$ cat src/rtl/sm83_pkg.sv
// sm83_pkg: shared sequencer step, FSM state and datapath control types
package sm83_pkg;
  typedef enum logic [2:0] {
    STEP_READ_IMM   = 3'd0,
    STEP_READ_IND   = 3'd1,
    STEP_WRITE_IND  = 3'd2,
    STEP_INTERNAL   = 3'd3,
    STEP_EXEC_FETCH = 3'd4
  } seq_step_t;
  typedef enum logic {S_BOOT = 1'b0, S_RUN = 1'b1} seq_state_t;
  typedef enum logic [1:0] {DB_NONE, DB_REG, DB_ALU, DB_Z} s_db_t;
  typedef enum logic [1:0] {AB_PC, AB_SP, AB_PAIR, AB_WZ} s_ab_t;
  typedef enum logic [1:0] {IDU_NOP, IDU_INC, IDU_DEC} idu_op_t;
  typedef enum logic [3:0] {
    ALU_ADD, ALU_ADC, ALU_SUB, ALU_SBC, ALU_AND, ALU_XOR, ALU_OR, ALU_CP,
    ALU_INC, ALU_DEC, ALU_RLC, ALU_RRC, ALU_PASS
  } alu_op_t;
  function automatic seq_step_t step_decode(input logic [2:0] raw);
    return raw > 3'd4 ? STEP_INTERNAL : seq_step_t'(raw);
  endfunction
endpackage

$ cat src/rtl/sm83_tcycle_ctr.sv
// sm83_tcycle_ctr: T-state counter with memory wait states and bus timeout
module sm83_tcycle_ctr #(
  parameter int T_PER_M = 4,
  parameter int MAX_WAIT = 0,
  localparam int TW = $clog2(T_PER_M),
  localparam int WW = MAX_WAIT > 0 ? $clog2(MAX_WAIT + 1) : 1
) (
  input  logic          clk,
  input  logic          rst,
  input  logic          en,
  input  logic          bus,
  input  logic          mem_ready,
  output logic [TW-1:0] t_state,
  output logic          m_done,
  output logic          timeout
);
  localparam logic [TW-1:0] T_LAST = TW'(T_PER_M - 1);
  localparam logic [WW-1:0] W_MAX = WW'(MAX_WAIT);
  logic [TW-1:0] t_q, t_d;
  logic [WW-1:0] wait_q, wait_d;
  logic at_end;
  // last T-state stretches while the bus is not ready; a full wait count forces completion
  always_comb begin
    at_end = t_q == T_LAST;
    timeout = en && bus && at_end && !mem_ready && MAX_WAIT > 0 && wait_q == W_MAX;
    m_done = en && at_end && (!bus || mem_ready || timeout);
    t_d = !en || m_done ? '0 : at_end ? t_q : t_q + TW'(1);
    wait_d = !en || m_done ? '0 : at_end && wait_q != '1 ? wait_q + WW'(1) : wait_q;
  end
  // counter registers
  always_ff @(posedge clk) begin
    if (rst) begin
      t_q <= '0;
      wait_q <= '0;
    end else begin
      t_q <= t_d;
      wait_q <= wait_d;
    end
  end
  assign t_state = t_q;
endmodule

$ cat src/rtl/sm83_mcycle_seq.sv
// sm83_mcycle_seq: registered M-cycle/T-state sequencer owning IR, Z and W
module sm83_mcycle_seq
  import sm83_pkg::*;
#(
  parameter int T_PER_M = 4,
  parameter int MAX_M = 6,
  parameter int MAX_WAIT = 0,
  parameter int DATA_W = 8,
  localparam int MIW = $clog2(MAX_M),
  localparam int TW = $clog2(T_PER_M)
) (
  input  logic              clk,
  input  logic              rst,
  input  logic [2:0]        step_kind,
  input  logic              step_dst,
  input  logic              step_last,
  input  logic              mem_ready,
  input  logic [DATA_W-1:0] d_in,
  output logic [MIW-1:0]    m_idx,
  output logic [TW-1:0]     t_state,
  output logic              mem_rd,
  output logic              mem_wr,
  output logic              addr_is_pc,
  output logic [DATA_W-1:0] ir,
  output logic [DATA_W-1:0] z,
  output logic [DATA_W-1:0] w,
  output logic              ir_load,
  output logic              pc_inc,
  output logic              exec_commit,
  output logic              bus_err,
  output logic              seq_err
);
  localparam logic [MIW-1:0] M_LAST = MIW'(MAX_M - 1);
  seq_state_t st_q, st_d;
  seq_step_t kind_q, kind_d, k;
  logic dst_q, dst_d, last_q, last_d, ovf_q, ovf_d, boot_q, boot_d;
  logic run, t0, cap, ovf_now, bus, done, m_done, timeout;
  logic [MIW-1:0] m_idx_q, m_idx_d;
  logic [DATA_W-1:0] ir_q, ir_d, z_q, z_d, w_q, w_d, data;
  sm83_tcycle_ctr #(.T_PER_M(T_PER_M), .MAX_WAIT(MAX_WAIT)) u_tctr (
    .clk(clk),
    .rst(rst),
    .en(run),
    .bus(bus),
    .mem_ready(mem_ready),
    .t_state(t_state),
    .m_done(m_done),
    .timeout(timeout)
  );
  // effective step: live decoder input at t_state 0 (boot fetch and overflow forced), held copy after
  always_comb begin
    run = st_q == S_RUN && !rst;
    t0 = t_state == '0;
    cap = run && t0;
    ovf_now = !boot_q && m_idx_q == M_LAST && !step_last;
    k = !t0 ? kind_q : boot_q || ovf_now ? STEP_EXEC_FETCH : step_decode(step_kind);
    bus = k != STEP_INTERNAL;
    mem_rd = run && (k == STEP_READ_IMM || k == STEP_READ_IND || k == STEP_EXEC_FETCH);
    mem_wr = run && k == STEP_WRITE_IND;
    addr_is_pc = run && (k == STEP_READ_IMM || k == STEP_EXEC_FETCH);
  end
  // FSM next state, held step fields, IR/Z/W loads, M-cycle index and completion strobes
  always_comb begin
    done = run && m_done;
    data = timeout ? '1 : d_in;
    st_d = S_RUN;
    boot_d = st_q == S_BOOT ? 1'b1 : done ? 1'b0 : boot_q;
    kind_d = cap ? k : kind_q;
    dst_d = cap ? step_dst : dst_q;
    last_d = cap ? step_last : last_q;
    ovf_d = cap ? ovf_now : ovf_q;
    z_d = done && (k == STEP_READ_IMM || k == STEP_READ_IND) && !dst_q ? data : z_q;
    w_d = done && (k == STEP_READ_IMM || k == STEP_READ_IND) && dst_q ? data : w_q;
    ir_d = done && k == STEP_EXEC_FETCH ? data : ir_q;
    m_idx_d = !done ? m_idx_q : k == STEP_EXEC_FETCH || last_q ? '0 : m_idx_q + MIW'(1);
    ir_load = done && k == STEP_EXEC_FETCH;
    exec_commit = done && k == STEP_EXEC_FETCH;
    pc_inc = done && (k == STEP_READ_IMM || k == STEP_EXEC_FETCH);
    bus_err = done && timeout;
    seq_err = done && ovf_q;
  end
  // state and datapath registers
  always_ff @(posedge clk) begin
    if (rst) begin
      st_q <= S_BOOT;
      boot_q <= 1'b0;
      kind_q <= STEP_INTERNAL;
      dst_q <= 1'b0;
      last_q <= 1'b0;
      ovf_q <= 1'b0;
      m_idx_q <= '0;
      ir_q <= '0;
      z_q <= '0;
      w_q <= '0;
    end else begin
      st_q <= st_d;
      boot_q <= boot_d;
      kind_q <= kind_d;
      dst_q <= dst_d;
      last_q <= last_d;
      ovf_q <= ovf_d;
      m_idx_q <= m_idx_d;
      ir_q <= ir_d;
      z_q <= z_d;
      w_q <= w_d;
    end
  end
  assign m_idx = m_idx_q;
  assign ir = ir_q;
  assign z = z_q;
  assign w = w_q;
endmodule

$ cat config.mk
export PLATFORM = sky130hd
export DESIGN_NAME = sm83_mcycle_seq
export DESIGN_NICKNAME = d
export VERILOG_FILES = /design/src/rtl/sm83_pkg.sv /design/src/rtl/sm83_tcycle_ctr.sv /design/src/rtl/sm83_mcycle_seq.sv
export SDC_FILE = /design/constraint.sdc
export NUM_CORES = 1
export LEC_CHECK = 0
export CAP_MARGIN = 20
export CORE_MARGIN = 3
export CORE_UTILIZATION = 41
export DETAILED_ROUTE_END_ITERATION = 8
export PLACE_DENSITY = 0.77
export RECOVER_POWER = 25
export SYNTH_ARGS = -nofsm -noshare
export SYNTH_HDL_FRONTEND = slang
export SYNTH_SLANG_ARGS = --single-unit
$ cat constraint.sdc
create_clock -name clk -period 2.6 [get_ports clk]
set_input_delay 0.78 -clock clk [delete_from_list [all_inputs] [get_ports clk]]
set_output_delay 0.78 -clock clk [all_outputs]
set_load 0.005 [all_outputs]
==> summary.md <==
| Metric | Value |
|---|---|
| Most common cell in the netlist | `dfxtp_1` |
| WHS | `0.4651 ns` |
| Clock Path Buffers | `2` |
| Nets | `315` |
| CTS tree | `built` |
| Placed Area | `0.002486 mm^2` |
| Synth Net Count | `217` |
| Final WL | `between 5000 and 6000 um` |
| Site Rows | `22` |
| CP bufs+invs | `2` |
| RSZ-0062 raised after global routing | `true` |
| Fin. max-slew vios | `0` |
| Diode count | `0` |
| H-tree depth | `2` |
| Slowest stage delay, CP | `~0.53 ns` |
| Maxcap violations | `0` |
| CP arrival | `1.94 ns` |
| Final hold vios | `0` |
| Area growth from synthesis to layout | `67.59%` |
| Worst-path clk slew | `0.08 ns` |
| PnR worst setup slack | `-0.1226 ns` |
| Core footprint | `0.003826 mm^2` |
| Final Power | `approximately 1300 uW` |
| Pre-CTS WS | `-0.8869 ns` |
| Synth top area share | `0.4331` |
| Inserted Clock Buffers | `5` |
| Grt total ovfl | `0` |
| Drt first-iter violations | `98` |
| FF-to-FF path depth | `11` |
| Detailed Place HPWL | `around 3600 um` |
| Worst setup SP type | `flop` |
| Top post-synthesis cells by count | `dfxtp_1 (37), nand2_1 (23), a21oi_1 (19), nor2_1 (16), mux2i_1 (14)` |
| #FFs+latches synth | `37` |
| P_leak | `between 0.001 and 0.0015 uW` |
| Avg WL per Cell | `16.33 um` |
| FILL cells | `248` |
| Via Count | `1,839` |
| Pwr/cell area | `469.8 mW/mm^2` |
| CP Class | `reg2out` |
| Layout cells sized above 1 | `0.3547` |
| Vias in the first global route | `1,816` |
| Critical path cell sequence | `inv_2, ha_4, or4bb_4, o211ai_2, o2111a_1, and2_1, buf_2` |
| Area of the multi-input gates | `0.001033 mm^2` |
| Max IR drop VDD | `around 0.45 mV` |
| Fin area | `roughly 0.0029 mm^2` |
| HP Class | `reg2reg` |
| Register area share after synthesis | `0.4331` |
| Die width | `70.59 um` |
| Initial antenna violation count | `0` |
| Via-per-instance ratio | `5.346` |
| Failing checks | `negative setup slack` |
| Critical Path Fanout Max | `3` |
| First-pass GRT wire length | `between 8000 and 9000 um` |
| TritonCTS Sinks | `37` |
| CP Data Required Time | `1.82 ns` |
| I/O pin count | `53` |
| DR pass1 iterations | `4` |
| Unique masters post-synth | `46` |
| Avg Cell Area, Syn | `between 8 and 9 um^2` |
| Setup tns final | `-0.2278 ns` |
| Worst-Skew Late Latency | `0.30 ns` |
| Post-route minimum period | `2.723 ns` |
| Post-synthesis cell count | `~200` |
| EDFF count, synth | `0` |
| Yosys synthesis warning count | `0` |
| Setup Skew | `0.007733 ns` |
| Worst path top cell family by delay | `simple AND/OR/NAND/NOR gates` |
| Root Buffer | `clkbuf_8` |
| Overall routing resource usage | `0.2241` |
| Pin count of the biggest net entering global routing | `27` |
| Area leader, netlist | `dfxtp_1` |
| Die height | `70.59 um` |
| Final RePlAce weighted congestion | `0.9698` |
| Critical Path Sink Type | `output pin` |
| Synth Cell Area | `0.001710 mm^2` |
| Reg area | `between 700 and 800 um^2` |
| Final ANT Viol Nets | `0` |
| WP depth | `7` |
| Top cells by area, synth | `dfxtp_1 (43%), mux2i_1 (8.2%), a21oi_1 (5.6%)` |
| Peak Freq | `0.3673 GHz` |
| DR DRC count | `0` |
| Starting Density | `0.4470` |
| Final period utilization | `1.047` |
| Final setup viols | `2` |
| Die Area | `0.004983 mm^2` |
| Port Buffers | `51` |
| Synth Flop Type | `dfxtp_1` |
| Slowest CP cell | `or4bb_4` |
| Hold Crit Depth | `2` |
| Asr flop ratio synth | `0` |
| Outcome | `finished, violations left` |
## metal layers
layer | part of all wire | GRT usage
met2 | 0.50 | 0.3794
met5 | 0 | 0
met4 | 0.030 | 0.09603
met3 | 0.046 | 0.06392
met1 | 0.42 | 0.2654
## worst reg2reg max path, stage by stage, from the launching register on
cell,delay [ns]
dfxtp_2,0.34
inv_2,0.05
ha_4,0.16
or4bb_4,0.53
o211ai_2,0.10
o2111a_1,0.23
buf_4,0.12
buf_4,0.10
buf_4,0.19
and3_2,0.27
buf_4,0.20
mux2i_1,0.20
## sequential cells by signal, indices dropped and copies added (netlist names), 2 cells and up
| name | cells |
|---|---|
| ir | 8 |
| z | 8 |
| u_tctr.t_state | 2 |
| m_idx | 3 |
| kind_q | 3 |
| w | 8 |
## where the power goes
part | leakage, uW | switching, uW | total (uW) | internal, uW
Sequential | 0.000301 | 6.92 | 583 | 576
Clock | 0.0000554 | 222 | 510 | 288
Combinational | 0.000789 | 122 | 253 | 132
Total | 0.00115 | 350 | 1350 | 996
## placed cells by master (no fill, tap or decap), types with 3 or more instances in the layout
cell type | synthesis | final
nor2b_1 | 3 | 3
a21oi_2 | 1 | 6
nand3_1 | 10 | 6
nand2_1 | 23 | 22
o21ai_1 | 8 | 8
dfxtp_1 | 37 | 34
dfxtp_2 | 0 | 3
inv_2 | 0 | 3
nand3_2 | 0 | 3
nor2_1 | 16 | 14
mux2i_1 | 14 | 14
nor3_1 | 4 | 3
buf_4 | 2 | 47
buf_6 | 1 | 6
clkbuf_2 | 0 | 3
buf_2 | 5 | 6
a21oi_1 | 19 | 14
clkdlybuf4s50_1 | 0 | 38
clkbuf_8 | 0 | 5
## worst paths after layout
path,slack [ns],startpoint,endpoint
max,-0.12,u_tctr.t_state[0]$_SDFFE_PP0P_,seq_err
min,0.47,w[1]$_SDFFE_PP0P_,w[1]$_SDFFE_PP0P_
max reg2reg,0.05,u_tctr.t_state[0]$_SDFFE_PP0P_,w[5]$_SDFFE_PP0P_
min reg2reg,0.47,w[1]$_SDFFE_PP0P_,w[1]$_SDFFE_PP0P_
## cell families after synthesis
| family | Yosys count | synth area share |
|---|---|---|
| simple gates | 75 | 0.2180 |
| compound gates | 45 | 0.1683 |
| flops | 37 | 0.4331 |
| buf+inv | 19 | 0.05412 |
| mux | 16 | 0.09510 |
| fa+ha+maj | 4 | 0.02926 |
| other cells | 1 | 0.002192 |
## stage by stage
stage,utilization,cells
after global placement,0.6498,319
after detailed placement,0.6498,319
after floorplan,-,197
after CTS,0.7233,340
after global routing,0.7492,344
final,0.7492,344
## repair_timing
item                                   in CTS  in global routing
hold buffers                                0                  0
endpoints found under the hold margin       0                  0
gates cloned                                0                  0
gates resized for setup                    65                 22
setup endpoints to repair                  15                 16
setup buffers                              14                  6
pin swaps                                  17                 13
## area by class of cell
| cell class | count | share of cell area |
|---|---|---|
| flip-flops and latches | 37 | 0.2597 |
| clock inverters | 2 | 0.01353 |
| multi-input cells | 141 | 0.3605 |
| well taps | 48 | 0.02095 |
| repair buffers | 104 | 0.3121 |
| inverters | 6 | 0.007857 |
| clock buffers | 6 | 0.02532 |
Note: power is estimated with default switching activity, not from simulation.
